`src/rtl/fetch_pkg.sv`:
```
// Shared types and constants for the instruction-fetch controller and its fetch buffer.
package fetch_pkg;

    localparam int INST_BYTES = 4;

    typedef enum logic {
        RUN   = 1'b0,
        FAULT = 1'b1
    } fetch_state_e;

    typedef struct packed {
        logic [31:0] pc;
        logic [31:0] inst;
    } fetch_entry_t;

    localparam int ENTRY_W = $bits(fetch_entry_t);

endpackage

```
`src/rtl/fetch_fifo.sv`:
```
// Synchronous FIFO with flush, simultaneous push/pop (also at full) and a zeroed head when empty.
module fetch_fifo #(
    parameter int DEPTH = 2,
    parameter int WIDTH = 64
) (
    input  logic             i_clk,
    input  logic             i_rst_n,
    input  logic             i_flush,
    input  logic             i_push,
    input  logic [WIDTH-1:0] i_data,
    input  logic             i_pop,
    output logic [WIDTH-1:0] o_data,
    output logic             o_full,
    output logic             o_empty
);

    localparam int PTR_W = (DEPTH > 1) ? $clog2(DEPTH) : 1;

    logic [WIDTH-1:0] r_mem [DEPTH];
    logic [PTR_W-1:0] r_wr_ptr;
    logic [PTR_W-1:0] r_rd_ptr;
    logic [PTR_W:0]   r_count;
    logic             w_do_push;
    logic             w_do_pop;

    assign o_full    = (r_count == (PTR_W + 1)'(DEPTH));
    assign o_empty   = (r_count == '0);
    assign w_do_push = i_push && (!o_full || i_pop);
    assign w_do_pop  = i_pop && !o_empty;
    assign o_data    = o_empty ? '0 : r_mem[r_rd_ptr];

    // NOTE: sequential state uses non-blocking (<=) so every register samples pre-edge values.
    always_ff @(posedge i_clk or negedge i_rst_n) begin
        if (!i_rst_n) begin
            r_wr_ptr <= '0;
            r_rd_ptr <= '0;
            r_count  <= '0;
        end else if (i_flush) begin
            r_wr_ptr <= '0;
            r_rd_ptr <= '0;
            r_count  <= '0;
        end else begin
            if (w_do_push) r_wr_ptr <= r_wr_ptr + PTR_W'(1);
            if (w_do_pop)  r_rd_ptr <= r_rd_ptr + PTR_W'(1);
            case ({w_do_push, w_do_pop})
                2'b10:   r_count <= r_count + 1'b1;
                2'b01:   r_count <= r_count - 1'b1;
                default: r_count <= r_count;
            endcase
        end
    end

    // NOTE: storage is not reset; the empty flag masks stale contents on o_data.
    always_ff @(posedge i_clk) begin
        if (w_do_push && !i_flush) r_mem[r_wr_ptr] <= i_data;
    end

endmodule

```
`src/rtl/inst_fetch_ctrl.sv`:
```
// Instruction-fetch controller: PC sequencing, range/alignment checks, redirect flush, fault FSM.
module inst_fetch_ctrl
    import fetch_pkg::*;
#(
    parameter logic [31:0] RESET_PC  = 32'h0000_0000,
    parameter int          MEM_WORDS = 64,
    parameter int          DEPTH     = 2
) (
    input  logic        i_clk,
    input  logic        i_rst_n,
    output logic [31:0] o_mem_addr,
    input  logic [31:0] i_mem_data,
    output logic        o_inst_valid,
    input  logic        i_inst_ready,
    output logic [31:0] o_inst,
    output logic [31:0] o_pc,
    input  logic        i_redirect,
    input  logic [31:0] i_redirect_pc,
    output logic        o_fault,
    output logic [31:0] o_fault_pc
);

    fetch_state_e r_state, w_state_nxt;
    logic [31:0]  r_fetch_pc, w_fetch_pc_nxt;
    logic [31:0]  r_fault_pc, w_fault_pc_nxt;
    logic         w_push;
    logic         w_pop;
    logic         w_flush;
    logic         w_full;
    logic         w_empty;
    logic         w_in_range;
    logic         w_redirect_bad;
    fetch_entry_t w_push_entry;
    fetch_entry_t w_head;

    assign w_in_range     = (r_fetch_pc[31:2] < 30'(MEM_WORDS));
    assign w_redirect_bad = (i_redirect_pc[1:0] != 2'b00) ||
                            (i_redirect_pc[31:2] >= 30'(MEM_WORDS));
    assign w_pop          = o_inst_valid && i_inst_ready;
    assign w_push_entry   = '{pc: r_fetch_pc, inst: i_mem_data};

    assign o_mem_addr   = {2'b00, r_fetch_pc[31:2]};
    assign o_inst_valid = !w_empty;
    assign o_inst       = w_head.inst;
    assign o_pc         = w_head.pc;
    assign o_fault      = (r_state == FAULT);
    assign o_fault_pc   = r_fault_pc;

    always_ff @(posedge i_clk or negedge i_rst_n) begin
        if (!i_rst_n) begin
            r_state    <= RUN;
            r_fetch_pc <= RESET_PC;
            r_fault_pc <= '0;
        end else begin
            r_state    <= w_state_nxt;
            r_fetch_pc <= w_fetch_pc_nxt;
            r_fault_pc <= w_fault_pc_nxt;
        end
    end

    // NOTE: every output of this block gets a default first so no latch is inferred.
    always_comb begin
        w_state_nxt    = r_state;
        w_fetch_pc_nxt = r_fetch_pc;
        w_fault_pc_nxt = r_fault_pc;
        w_push         = 1'b0;
        w_flush        = 1'b0;
        if (i_redirect) begin
            w_flush        = 1'b1;
            w_fetch_pc_nxt = i_redirect_pc;
            if (w_redirect_bad) begin
                w_state_nxt    = FAULT;
                w_fault_pc_nxt = i_redirect_pc;
            end else begin
                w_state_nxt = RUN;
            end
        end else if (r_state == RUN) begin
            if (!w_in_range) begin
                w_state_nxt    = FAULT;
                w_fault_pc_nxt = r_fetch_pc;
            end else if (!w_full || w_pop) begin
                w_push         = 1'b1;
                w_fetch_pc_nxt = r_fetch_pc + 32'(INST_BYTES);
            end
        end
    end

    fetch_fifo #(
        .DEPTH (DEPTH),
        .WIDTH (ENTRY_W)
    ) u_fifo (
        .i_clk   (i_clk),
        .i_rst_n (i_rst_n),
        .i_flush (w_flush),
        .i_push  (w_push),
        .i_data  (w_push_entry),
        .i_pop   (w_pop),
        .o_data  (w_head),
        .o_full  (w_full),
        .o_empty (w_empty)
    );

endmodule

```
`config.mk`:
```
export PLATFORM = sky130hd
export DESIGN_NAME = inst_fetch_ctrl
export DESIGN_NICKNAME = d
export VERILOG_FILES = /design/src/rtl/fetch_pkg.sv /design/src/rtl/fetch_fifo.sv /design/src/rtl/inst_fetch_ctrl.sv
export SDC_FILE = /design/constraint.sdc
export NUM_CORES = 1
export LEC_CHECK = 0
export BUFFER_PORTS_ARGS = -buffer_cell sky130_fd_sc_hd__clkbuf_2
export CAP_MARGIN = 20
export CORE_MARGIN = 2
export CORE_UTILIZATION = 53
export CTS_CLUSTER_SIZE = 25
export DETAILED_ROUTE_END_ITERATION = 8
export PLACE_DENSITY = 0.79
export SLEW_MARGIN = 5
export SYNTH_ARGS = -nofsm -noshare
export SYNTH_HDL_FRONTEND = slang
export SYNTH_SLANG_ARGS = --single-unit
```
`constraint.sdc`:
```
create_clock -name i_clk -period 6 [get_ports i_clk]
set_clock_uncertainty 0.15 [all_clocks]
set_input_delay 1.2 -clock i_clk [delete_from_list [all_inputs] [get_ports i_clk]]
set_output_delay 1.2 -clock i_clk [all_outputs]
set_load 0.005 [all_outputs]
```
==> impl_metrics.json <==
{
  "run_status": "complete, no violations",
  "synth_warnings": 0,
  "rows": 45,
  "grt_max_degree": 70,
  "vias_per_cell": 5.34,
  "fin_nets": 766,
  "p_leak_nw": 3.94,
  "clk_latency_ns": 0.43,
  "dp_hpwl_mm": 11.9,
  "area_growth_pct": 20.1,
  "drcViolationCount": 0,
  "grt_pass1_vias": 4794,
  "critPathMaxFanout": 40,
  "gp_congestion": 0.792,
  "place.port_buffers": 195,
  "cts_resized": 0,
  "synthFlopType": "edfxtp_1",
  "postCtsHoldBufs": 0,
  "rsz0062_at_grt": "false",
  "grt_pass1_wl_mm": 26.2,
  "avgSynthCellArea_um2": 15.5,
  "final_core_util": 0.650,
  "post_route_cells_drive_above_1_share": 0.425,
  "maxCapViolCount": 0,
  "clockBufferDepth": 2,
  "netlist_area_um2": 8200,
  "final_max_slew_viol_count": 0,
  "synth_edf_count": 128,
  "crit_path_start": "r_fetch_pc[24]$_DFFE_PN0P_",
  "totalWireLength_mm": 17.4,
  "min_period_ns": 3.61,
  "tns_ns": 0,
  "num_antenna_cells": 0,
  "max_freq_mhz": 277,
  "r2r-start": "r_fetch_pc[24]$_DFFE_PN0P_",
  "ys_seq_area_frac": 0.679,
  "cp-start-kind": "flop",
  "ys_ff_latch": 197,
  "die_w_um": 128,
  "dp.cells": 864,
  "drtPass1Iterations": 4,
  "netlist_instances": 530,
  "reg2reg_to": "u_fifo.r_mem[1][18]$_DFFE_PP_",
  "r2r_cells": 6,
  "crit_path_end": "u_fifo.r_mem[1][18]$_DFFE_PP_",
  "finalSetupViolations": 0,
  "cts.sinks": 197,
  "required_ns": 5.91,
  "hp-class": "reg -> reg",
  "tightest_slew_ns": 0.896,
  "final_area_um2": 9850,
  "io_pins": 198,
  "die_area_um2": 16500,
  "antenna_found_initial": 0,
  "post_dp_cell_area_um2": 9120,
  "critPathArrivalTime_ns": 3.53,
  "detail-route-antenna-nets": 0,
  "cts_buffers": 17,
  "die_h_um": 128,
  "end_kind": "flop",
  "clkTransAtPathRegs_ns": 0.07,
  "reg2reg_slack_ns": 2.39,
  "drt-initial-drc-count": 309,
  "fin_crit_sh": 0.602,
  "p_per_area_nw_per_um2": 316,
  "postCtsSetupRepairBufs": 0,
  "core-area_um2": 15100,
  "grt-ovfl-total": 0,
  "slew_headroom": 0.401,
  "finalHoldViolations": 0,
  "cts_root_buffer": "clkbuf_16",
  "critPathKind": "reg -> reg",
  "start_util": 0.541,
  "vias": 4793,
  "fillers": 1124,
  "cts_tree": "yes",
  "ys_types": 40,
  "fin_cells": 897,
  "synthArstFlopShare": 0.350,
  "gr-usage-all-layers": 0.213,
  "drt-wirelength-per-cell_um": 19.4,
  "vdd_drop_max_v": 0.000203,
  "htreeDepth": 4
}
## cells in the final DEF, fill, tap and decap left out, drive strengths merged
cell type and instances:
dfrtp 69, xor2 1, mux2 57, clkbuf 215
a21o 1, clkinv 3, ha 2, buf 7
nand2b 3, nand4 2, inv 10, a41oi 1
o21ai 11, nor2b 2, or3 1, nor3 5
a21oi 2, nand2 12, o211ai 2, o21a 1
bufinv 6, nor2 73, nor4b 1, and2 1
nor4 15, conb 2, mux2i 65, nand3 4
xnor2 6, edfxtp 128, o21bai 1
## worst max-delay path: stages, from the launching register on
cell and delay, ns:
dfrtp_1 0.44, nor4_1 0.37, nand2_1 0.31, nor3_2 0.42, nand2b_1 0.24, nor2_4 0.64
buf_4 0.61
## cell type report
cell class,count,area (µm²),area share
inverter,8,30.0,0.00305
sequential,197,5570,0.566
clock buffer,21,483,0.0490
tap,188,235,0.0239
multi-input combinational,271,2270,0.230
timing repair buffer,201,1040,0.106
clock inverter,11,215,0.0219
## synth_stat cells (all sizes together) (2+ instances only)
library cell	count	area, µm²
o21ai	11	55.1
nand2b	3	18.8
nor4	15	160
nand2	12	45.0
ha	2	25.0
clkbuf	12	45.0
nor3	5	52.6
nand3	4	20.0
a21oi	2	10.0
inv	8	30.0
mux2i	65	651
dfrtp	69	1730
nor2b	2	12.5
mux2	57	754
buf	43	312
nor2	73	277
nand4	2	27.5
xnor2	6	52.6
edfxtp	128	3840
o211ai	2	15.0
## per-layer routing
metal | track usage | part of all wire | vias up
met5 | 0 | 0 | -
met4 | 0.0698 | 0.015 | 0
met3 | 0.0474 | 0.060 | 21
met2 | 0.344 | 0.48 | 167
met1 | 0.290 | 0.44 | 2393
li1 | - | - | 2212
## report_power, final
group / internal [mW] / switching [mW]
Sequential: 1.51 / 0.0637
Clock: 0.834 / 0.488
Combinational: 0.120 / 0.0954
## flip-flops by register name (all words and copies together) (netlist names)
signal	flops
u_fifo.r_mem	128
o_fault_pc	32
r_fetch_pc	32
u_fifo.r_count	2
o_fault	1
u_fifo.r_rd_ptr	1
u_fifo.r_wr_ptr	1
## kinds of logic (layout without fill, tap and decap cells)
group	after synthesis	in the layout	share of synthesized area
muxes	122	122	0.171
AOI/OAI and AO/OA	19	19	0.0136
DFF	197	197	0.679
other	1	2	0.000457
adders and majority gates	2	2	0.00305
xor gates and xnor gates	7	7	0.00748
and+or+nand+nor	119	119	0.0774
buffers and inverters	63	241	0.0472
## how the worst min path moves through the flow
stage / startpoint / end / cells past startpoint / slack [ns]
6_report: r_fetch_pc[1]$_DFFE_PN0P_ / u_fifo.r_mem[1][33]$_DFFE_PP_ / 0 / 0.34
5_1_grt: r_fetch_pc[1]$_DFFE_PN0P_ / u_fifo.r_mem[0][33]$_DFFE_PP_ / 0 / 0.34
4_1_cts: r_fetch_pc[1]$_DFFE_PN0P_ / u_fifo.r_mem[0][33]$_DFFE_PP_ / 0 / 0.34
3_5_place_dp: r_fetch_pc[1]$_DFFE_PN0P_ / u_fifo.r_mem[0][33]$_DFFE_PP_ / 0 / 0.33
3_3_place_gp: r_fetch_pc[0]$_DFFE_PN0P_ / u_fifo.r_mem[0][32]$_DFFE_PP_ / 0 / 0.31
2_1_floorplan: r_fetch_pc[0]$_DFFE_PN0P_ / u_fifo.r_mem[0][32]$_DFFE_PP_ / 0 / 0.29
## stage by stage
stage	power (mW)	worst slack (ns)	hold slack [ns]
floorplan	1.72	0.721	0.288
global placement	1.81	2.10	0.312
detailed placement	1.82	1.99	0.326
CTS	3.13	2.35	0.342
global route	3.20	2.18	0.345
finish	3.11	2.39	0.339
Power figures use the tool's default switching activity.
